===== config.mk =====
export PLATFORM = sky130hd
export DESIGN_NAME = hpc1_rand_gen_flat
export DESIGN_NICKNAME = d
export VERILOG_FILES = /design/src/rtl/hpc1_rand_gen_pkg.sv /design/src/rtl/hpc1_rand_gen_if.sv /design/src/rtl/hpc1_rand_gen_lfsr_advance.sv /design/src/rtl/hpc1_rand_gen.sv /design/src/flat_wrapper.sv
export SDC_FILE = /design/constraint.sdc
export NUM_CORES = 1
export LEC_CHECK = 0
export CELL_PAD_IN_SITES_DETAIL_PLACEMENT = 1
export CELL_PAD_IN_SITES_GLOBAL_PLACEMENT = 2
export CORE_AREA = 2 2 108 110
export DETAILED_ROUTE_END_ITERATION = 16
export DIE_AREA = 0 0 110 112
export PLACE_DENSITY_LB_ADDON = 0.1
export SLEW_MARGIN = 10
export SYNTH_ARGS = -nofsm -noshare
export SYNTH_HDL_FRONTEND = slang
export SYNTH_SLANG_ARGS = --single-unit

===== constraint.sdc =====
create_clock -name in_clock -period 6.8 [get_ports in_clock]
set_input_delay 1.36 -clock in_clock [delete_from_list [all_inputs] [get_ports in_clock]]
set_output_delay 1.36 -clock in_clock [all_outputs]
set_load 0.01 [all_outputs]

===== src/rtl/hpc1_rand_gen_pkg.sv =====
// rtl/hpc1_rand_gen_pkg.sv - shared constants and helpers for the HPC1 randomness source
package hpc1_rand_gen_pkg;

    localparam int RAND_LFSR_WIDTH = 64;
    localparam int RAND_SEED_WIDTH = 32;

    // Feedback taps at bits 63, 62, 60 and 59.
    localparam logic [RAND_LFSR_WIDTH-1:0] RAND_LFSR_TAPS = 64'hD800_0000_0000_0000;

    // Number of pairwise cross terms between n shares.
    function automatic int num_quad(input int n);
        return (n * (n - 1)) / 2;
    endfunction

endpackage


===== src/rtl/hpc1_rand_gen_if.sv =====
// rtl/hpc1_rand_gen_if.sv - seed handshake and randomness draw signals of hpc1_rand_gen
interface hpc1_rand_gen_if import hpc1_rand_gen_pkg::*; #(
    parameter int NUM_SHARES = 2,
    parameter int BIT_WIDTH  = 2
);

    logic [RAND_SEED_WIDTH-1:0]             in_seed;
    logic                                   in_seed_valid;
    logic                                   out_seed_ready;
    logic                                   in_take;
    logic                                   out_valid;
    logic [NUM_SHARES*BIT_WIDTH-1:0]        out_r;
    logic [num_quad(NUM_SHARES)*BIT_WIDTH-1:0] out_p;
    logic                                   out_refresh_req;

    modport master (
        output in_seed, in_seed_valid, in_take,
        input  out_seed_ready, out_valid, out_r, out_p, out_refresh_req
    );

    modport slave (
        input  in_seed, in_seed_valid, in_take,
        output out_seed_ready, out_valid, out_r, out_p, out_refresh_req
    );

endinterface


===== src/rtl/hpc1_rand_gen_lfsr_advance.sv =====
// rtl/hpc1_rand_gen_lfsr_advance.sv - combinational STEPS-step successor of the 64-bit Fibonacci LFSR
module lfsr_advance import hpc1_rand_gen_pkg::*; #(
    parameter int STEPS = 1
) (
    input  logic [RAND_LFSR_WIDTH-1:0] state_i,
    output logic [RAND_LFSR_WIDTH-1:0] state_o
);

    logic [RAND_LFSR_WIDTH-1:0] acc;

    always_comb begin
        acc = state_i;
        for (int i = 0; i < STEPS; i++) begin
            acc = {acc[RAND_LFSR_WIDTH-2:0], ^(acc & RAND_LFSR_TAPS)};
        end
    end

    assign state_o = acc;

endmodule


===== src/rtl/hpc1_rand_gen.sv =====
// rtl/hpc1_rand_gen.sv - seeded LFSR randomness source for HPC1 reshare/cross-term masks
// Optional reseed request counter enabled by defining HPC1_RAND_REFRESH_EN.
module hpc1_rand_gen import hpc1_rand_gen_pkg::*; #(
    parameter int NUM_SHARES     = 2,
    parameter int BIT_WIDTH      = 2,
    parameter int WARMUP_CYCLES  = 16,
    parameter int REFRESH_PERIOD = 1024
) (
    input  logic          in_clock,
    input  logic          in_reset,
    hpc1_rand_gen_if.slave rif
);

    localparam int R_BITS   = NUM_SHARES * BIT_WIDTH;
    localparam int OUT_BITS = (NUM_SHARES + num_quad(NUM_SHARES)) * BIT_WIDTH;
    localparam int CNT_W    = $clog2(WARMUP_CYCLES + 1);
    localparam logic [CNT_W-1:0] WARMUP_LAST = CNT_W'(WARMUP_CYCLES - 1);

    if (OUT_BITS > RAND_LFSR_WIDTH || WARMUP_CYCLES < 1) begin : g_bad_cfg
        $error("hpc1_rand_gen: need OUT_BITS <= 64 and WARMUP_CYCLES >= 1");
    end

    typedef enum logic [1:0] {S_UNSEEDED, S_LOAD, S_WARMUP, S_RUN} state_t;

    state_t                     state_q;
    logic [RAND_LFSR_WIDTH-1:0] s_q;
    logic [CNT_W-1:0]           warm_cnt_q;
    logic                       valid_q;
    logic                       seed_ready_q;

    logic [RAND_LFSR_WIDTH-1:0] s_adv_d;
    logic [RAND_LFSR_WIDTH-1:0] seed_shift_d;
    logic [RAND_LFSR_WIDTH-1:0] seed_load_d;
    logic                       xfer;

    assign xfer         = rif.in_seed_valid && seed_ready_q;
    assign seed_shift_d = {s_q[RAND_SEED_WIDTH-1:0], rif.in_seed};
    // An all-zero state would lock the LFSR forever.
    assign seed_load_d  = (seed_shift_d == '0) ? RAND_LFSR_WIDTH'(1) : seed_shift_d;

    lfsr_advance #(.STEPS(OUT_BITS)) u_adv (
        .state_i (s_q),
        .state_o (s_adv_d)
    );

    always_ff @(posedge in_clock or posedge in_reset) begin
        if (in_reset) begin
            state_q      <= S_UNSEEDED;
            s_q          <= '0;
            warm_cnt_q   <= '0;
            valid_q      <= 1'b0;
            seed_ready_q <= 1'b1;
        end else begin
            case (state_q)
                S_UNSEEDED: begin
                    if (xfer) begin
                        s_q     <= seed_shift_d;
                        state_q <= S_LOAD;
                    end
                end
                S_LOAD: begin
                    if (xfer) begin
                        s_q          <= seed_load_d;
                        warm_cnt_q   <= '0;
                        seed_ready_q <= 1'b0;
                        state_q      <= S_WARMUP;
                    end
                end
                S_WARMUP: begin
                    s_q <= s_adv_d;
                    if (warm_cnt_q == WARMUP_LAST) begin
                        valid_q      <= 1'b1;
                        seed_ready_q <= 1'b1;
                        state_q      <= S_RUN;
                    end else begin
                        warm_cnt_q <= warm_cnt_q + 1'b1;
                    end
                end
                S_RUN: begin
                    // A reseed wins over a same-cycle draw.
                    if (xfer) begin
                        s_q     <= seed_shift_d;
                        valid_q <= 1'b0;
                        state_q <= S_LOAD;
                    end else if (rif.in_take) begin
                        s_q <= s_adv_d;
                    end
                end
                default: begin
                    state_q      <= S_UNSEEDED;
                    valid_q      <= 1'b0;
                    seed_ready_q <= 1'b1;
                end
            endcase
        end
    end

    assign rif.out_valid      = valid_q;
    assign rif.out_seed_ready = seed_ready_q;
    assign rif.out_r          = s_q[R_BITS-1:0];
    assign rif.out_p          = s_q[OUT_BITS-1:R_BITS];

`ifdef HPC1_RAND_REFRESH_EN
    localparam int DCW = $clog2(REFRESH_PERIOD + 1);
    localparam logic [DCW-1:0] REFRESH_AT = DCW'(REFRESH_PERIOD);

    if (REFRESH_PERIOD < 1) begin : g_bad_period
        $error("hpc1_rand_gen: REFRESH_PERIOD must be >= 1");
    end

    logic [DCW-1:0] draw_cnt_q;
    logic           refresh_q;

    always_ff @(posedge in_clock or posedge in_reset) begin
        if (in_reset) begin
            draw_cnt_q <= '0;
            refresh_q  <= 1'b0;
        end else if (xfer) begin
            draw_cnt_q <= '0;
            refresh_q  <= 1'b0;
        end else if (valid_q && rif.in_take && !refresh_q) begin
            draw_cnt_q <= draw_cnt_q + 1'b1;
            if (draw_cnt_q + 1'b1 == REFRESH_AT) begin
                refresh_q <= 1'b1;
            end
        end
    end

    assign rif.out_refresh_req = refresh_q;
`else
    if (REFRESH_PERIOD < 1) begin : g_bad_period
        $error("hpc1_rand_gen: REFRESH_PERIOD must be >= 1");
    end

    assign rif.out_refresh_req = 1'b0;
`endif

endmodule


===== src/flat_wrapper.sv =====
// flat-port wrapper written by rule: the top's interface ports become plain ports
module hpc1_rand_gen_flat import hpc1_rand_gen_pkg::*;
#(
    parameter int NUM_SHARES     = 2,
    parameter int BIT_WIDTH      = 2,
    parameter int WARMUP_CYCLES  = 16,
    parameter int REFRESH_PERIOD = 1024
)
  (in_clock, in_reset, rif_in_seed, rif_in_seed_valid, rif_in_take, rif_out_seed_ready, rif_out_valid, rif_out_r, rif_out_p, rif_out_refresh_req);
  hpc1_rand_gen_if #(.NUM_SHARES(NUM_SHARES), .BIT_WIDTH(BIT_WIDTH)) rif_i ();
  input  logic in_clock;
  input  logic in_reset;
  input wire logic [$bits(rif_i.in_seed)-1:0] rif_in_seed;
  input wire logic [$bits(rif_i.in_seed_valid)-1:0] rif_in_seed_valid;
  input wire logic [$bits(rif_i.in_take)-1:0] rif_in_take;
  output wire logic [$bits(rif_i.out_seed_ready)-1:0] rif_out_seed_ready;
  output wire logic [$bits(rif_i.out_valid)-1:0] rif_out_valid;
  output wire logic [$bits(rif_i.out_r)-1:0] rif_out_r;
  output wire logic [$bits(rif_i.out_p)-1:0] rif_out_p;
  output wire logic [$bits(rif_i.out_refresh_req)-1:0] rif_out_refresh_req;
  assign rif_i.in_seed = rif_in_seed;
  assign rif_i.in_seed_valid = rif_in_seed_valid;
  assign rif_i.in_take = rif_in_take;
  assign rif_out_seed_ready = rif_i.out_seed_ready;
  assign rif_out_valid = rif_i.out_valid;
  assign rif_out_r = rif_i.out_r;
  assign rif_out_p = rif_i.out_p;
  assign rif_out_refresh_req = rif_i.out_refresh_req;
  hpc1_rand_gen #(.NUM_SHARES(NUM_SHARES), .BIT_WIDTH(BIT_WIDTH), .WARMUP_CYCLES(WARMUP_CYCLES), .REFRESH_PERIOD(REFRESH_PERIOD)) u_core (.in_clock(in_clock), .in_reset(in_reset), .rif(rif_i));
endmodule

======== After elaboration in Yosys (flattened, before gate mapping) ========
Index checks and enable logic that the tools add are counted.
word-level totals
  bits in registers ....................... 73
  bits of input ports ..................... 36
  output and inout port bits .............. 9
  logic and storage cells ................. 51
operators by class
  add/sub/neg operators ................... 1
  equal/unequal tests ..................... 11
  mux-type cells .......................... 17
  reduce and logical (&&, ||, !) cells .... 17
operators by type and width
  operator                                                          count
  64-bit XOR reduction                                              6
  64-bit two-way mux                                                5
  64-bit one-hot mux with 4 select lines                            1
  64-bit zero test                                                  1
  3-bit AND reduction                                               5
  5-bit two-way mux                                                 2
  2-bit by 1-bit != test with 1-bit output (second input constant)  5
  5-bit one-hot mux with 2 select lines                             1
  2-bit two-way mux                                                 3
  2-bit one-hot mux with 3 select lines                             1
  5-bit by 1-bit adder with 5-bit output (second input constant)    1
  5-bit by 4-bit == test with 1-bit output (second input constant)  1
  2-bit == test (second input constant)                             2
  1-bit one-hot mux with 2 select lines                             2
  2-bit nonzero test                                                2
  3-bit by 2-bit != test with 1-bit output (second input constant)  1
  2-bit by 1-bit == test with 1-bit output (second input constant)  1
  2-bit zero test                                                   1
  1-bit two-way mux                                                 2
  2-bit != test (second input constant)                             1
  2-bit OR reduction                                                1
  1-bit logical AND                                                 1

======== Logic depth before layout (Yosys ltp) ========
  depth after elaboration ................. 4
  mapped depth ............................ 9
  gate-level depth less buffers ........... 7

======== Hierarchy ========
From an unflattened synthesis, not the netlist that was laid out.
second synthesis, totals
  cell total of the unflattened synthesis .. 469
  area, all modules ....................... 4280.4 um^2
by module, submodules not included
  module         times used  cells an instance  area each (um^2)
  hpc1_rand_gen  1           395                3704.8
  lfsr_advance   1           74                 575.6

======== Worst setup path before layout ========
Ideal clock, no wire load.
  path type ............................... input -> register
  from .................................... input port rif_in_seed[14]
  to ...................................... register u_core.s_q[44]
  setup time .............................. 0.122 ns
  data arrival time ....................... 2.895 ns
  required time ........................... 6.678 ns
  path slack .............................. 3.782 ns
  stages on the path ...................... 8
  buffers on the path ..................... 3
  cell sequence ........................... nor4_1 -> nand4_1 -> or4_1 -> buf_2 -> a21oi_4 -> buf_6 -> buf_6 -> a21oi_2
between the ends
  word-level cells in the longest chain between the ends .. 4
RTL lines
  item                                    RTL line             source
  from (decl)                             flat_wrapper.sv:13   input wire logic [$bits(rif_i.in_seed)-1:0] rif_in_seed;
  64-bit zero test                        hpc1_rand_gen.sv:39  assign seed_load_d = (seed_shift_d == '0) ? RAND_LFSR_WIDTH'(1) : seed_shift_d;
  64-bit two-way mux                      hpc1_rand_gen.sv:39
  64-bit two-way mux                      hpc1_rand_gen.sv:62  if (xfer) begin
  64-bit one-hot mux with 4 select lines  hpc1_rand_gen.sv:54  case (state_q)
  to (signal assigned)                    hpc1_rand_gen.sv:57  s_q <= seed_shift_d;
  to (signal assigned)                    hpc1_rand_gen.sv:63  s_q <= seed_load_d;
  to (signal assigned)                    hpc1_rand_gen.sv:70  s_q <= s_adv_d;
  to (decl)                               hpc1_rand_gen.sv:26  logic [RAND_LFSR_WIDTH-1:0] s_q;
Every way passes these cells. The select of a mux whose other input is x is not followed.
A chain may end at the register's enable or synchronous reset.

======== Final worst setup path ========
  from .................................... input port rif_in_seed[0]
  to ...................................... register u_core.s_q[37]
Same word-level chain as after synthesis.

==> flow_summary.yaml <==
clocking:
  cts_post_setup_buffers_inserted: 0
  max-clock-path-buffers: 2
  tritoncts: "built"
  cts_resized: 0
  insertion_delay_ns: 0.34
  ctsHtreeMaxLevel: 3
  tritoncts_num_sinks: 73
  holdBufCountCts: 0
  cts.clk_slew.worst_paths_ns: 0.06
  cts-buffers-inserted: 9
  ctsRootBufferMaster: "sky130_fd_sc_hd__clkbuf_16"
synth:
  synth-edff-count: 0
  post_syn_nets: 513
  synth_sequential_area_ratio_pct: 43.86
  synthesis.yosys.warnings: 0
  netlist_area_um2: 4168
  synthDistinctLibCells: 37
  syn-mean-instance-area_um2: 8.886
  number_of_storage_elements_in_the_synthesis_netlist: 73
  async_flop_share_pct: 100.0
  ys_dominant_reg_cell: "sky130_fd_sc_hd__dfrtp_1"
  syn-instance-count: 469
timing:
  worst_clock_skew_ns: 0.006744
  post-route-period-util_pct: 66.23
  final.hold.worst_slack_ns: 0.5026
  tightestPinTransition_ns: 0.9990
  period_minus_slack_ns: 4.504
  rsz_0062_raised_after_global_routing: "no"
  tns_ns: 0
  hold_violations: 0
  drv_slew: 0
  timing.slew.headroom_pct: 33.40
  final-setup-viol-count: 0
  final_critical_path_setup_slack_ns: 2.296
  maxClockFrequency_ghz: 0.2220
place:
  routabilityCongestion: 0.7647
  dpl.hpwl_um: 8630
  numPortBuffers: 43
  dpl-instance-area_um2: 4651
  detailedPlace.worstSlack_ns: 2.051
setup_path:
  cp_slowest_cell: "sky130_fd_sc_hd__a21oi_4"
  endpoint_kind: "flop"
  critPathBufInv: 2
  critPathLaunchType: "input pin"
  cp.required_ns: 7.01
  cp_max_fo: 32
  critical_path_class: "input pin to flop"
  path_cells: "clkdlybuf4s50_1 > nor4_1 > nand4_1 > or4_1 > a21oi_4 > buf_12 > a211oi_1"
  critical-path-top-delay-family: "simple AND/OR/NAND/NOR gates"
  critical_path_arrival_ns: 4.71
  slowest_delay_ns: 0.83
detailed_routing:
  dr_total_vias: 3606
  detail_route.drc_violations: 0
  route.antenna.remaining_nets: 0
  dr.pass1.iters: 4
  route.final.wire_length_um: 12860
  drt-wirelength-per-cell_um: 20.13
  number_of_vias_per_cell: 5.643
  detailedRoute.firstIterationViolations: 219
die:
  initial_core_util_pct: 37.30
  fp.dieArea_um2: 12320
  fp.dieW_um: 110
  row_count: 39
  fp.dieH_um: 112
  core_area_um2: 11170
  ios: 45
grt:
  grt_pass1_vias: 3748
  grt-ovfl-total: 0
  largest_net_degree_at_the_start_of_global_routing: 74
  antenna_violations_before_repair: 0
  first_pass_grt_wire_length_um: 20930
  track_usage_pct: 22.43
final_layout:
  finalNetCount: 535
  area.growth.synth_to_final_pct: 17.89
  finalCoreUtilization_pct: 43.97
  multi_input_comb_area_um2: 2096
  most_common_cell_after_layout_fill_and_taps_aside: "sky130_fd_sc_hd__dfrtp_1"
  final_layout_size_suffix_gt1_share_pct: 8.468
  mostFrequentLayoutCells: "72 x sky130_fd_sc_hd__dfrtp_1, 67 x sky130_fd_sc_hd__nand2_1, 59 x sky130_fd_sc_hd__nor2_1, 44 x sky130_fd_sc_hd__o2bb2ai_1, 43 x sky130_fd_sc_hd__clkdlybuf4s50_1"
  nFillCells: 1307
  design_area_um2: 4913
  insertedDiodeCount: 0
  combined_flip_flop_and_latch_cell_area_um2: 1828
job:
  max_cap_violations: 0
power:
  irDropWorstVdd_mv: 0.09588
  static-leakage-power_nw: 1.878
  power.density_nw_per_um2: 194.6
status:
  outcome: "completed"
worst_hold_path:
  holdCritPathClass: "flop to flop"
==> metrics by stage <==
step,power (mW),instances
after global routing,0.9923,639
after floorplan,0.4821,469
final,0.9560,639
after global placement,0.5210,623
after CTS,0.9651,639
after detailed placement,0.5223,623
==> path summary, 6_finish.rpt <==
check / cells past startpoint / slack (ns) / to / start
max: 7 / 2.30 / u_core.s_q[37] / rif_in_seed[0]
min reg2reg: 1 / 0.50 / u_core.warm_cnt_q[2] / u_core.warm_cnt_q[2]
min in group asynchronous: 3 / 1.66 / u_core.s_q[11] / in_reset
max reg2reg: 8 / 3.24 / u_core.s_q[37] / u_core.state_q[1]
max in group asynchronous: 3 / 4.49 / u_core.s_q[0] / in_reset
min: 1 / 0.50 / u_core.warm_cnt_q[2] / u_core.warm_cnt_q[2]
==> Yosys cell counts, drive strengths merged, types with 10 or more instances <==
cell	number	area (µm²)
buf	14	106.4
inv	18	67.56
o2bb2ai	44	385.4
nor4	16	100.1
and3	11	68.82
xnor2	10	87.58
nor2	59	221.5
a211oi	25	187.7
nand2	67	251.5
dfrtp	72	1802
a21oi	50	336.6
clkbuf	23	86.33
==> metal layers <==
layer | vias to the layer above | part of all wire [%] | GRT usage (%)
met4 | 0 | 1.2 | 6.835
met1 | 1822 | 50 | 32.37
met5 | - | 0 | 0
li1 | 1718 | - | -
met3 | 13 | 2.5 | 3.279
met2 | 53 | 46 | 34.56
==> power breakdown <==
group	total, mW	switching [mW]	internal, mW	leakage, nW
logic	0.0533	0.0251	0.0282	0.869
registers	0.461	0.0166	0.444	0.881
clock network	0.442	0.184	0.258	0.128
total	0.956	0.226	0.730	1.88
==> cell families after synthesis <==
group | synth area share (%)
other | 0.08998
XOR/XNOR | 2.732
flip-flops | 43.86
buffers and inverters | 6.244
AND/OR/NAND/NOR | 18.19
adder cells (fa/ha/maj) | 2.402
multiplexers | 0.2402
AO/OA/AOI/OAI | 26.24
==> worst reg2reg max path: cells and delay by family, from the launching register on <==
family | cells | cell delay, ns
fa+ha+maj | 1 | 0.38
buf+inv | 3 | 1.00
simple gates | 1 | 0.42
flops | 1 | 0.39
compound gates | 3 | 1.25
==> layout make-up <==
| cell class | instances | area share [%] |
|---|---|---|
| multi-input combinational | 341 | 42.65 |
| sequential | 73 | 37.20 |
| timing repair buffer | 48 | 9.778 |
| clock buffer | 15 | 5.246 |
| tap | 143 | 3.641 |
| inverter | 18 | 1.375 |
| clock inverter | 1 | 0.1019 |
==> state kept, by name, indices dropped and copies added (netlist names) <==
name and cells:
u_core.state_q 2, u_core.rif.out_seed_ready 1, u_core.rif.out_valid 1, u_core.s_q 64, u_core.warm_cnt_q 5
Note: power is estimated with default switching activity, not from simulation.
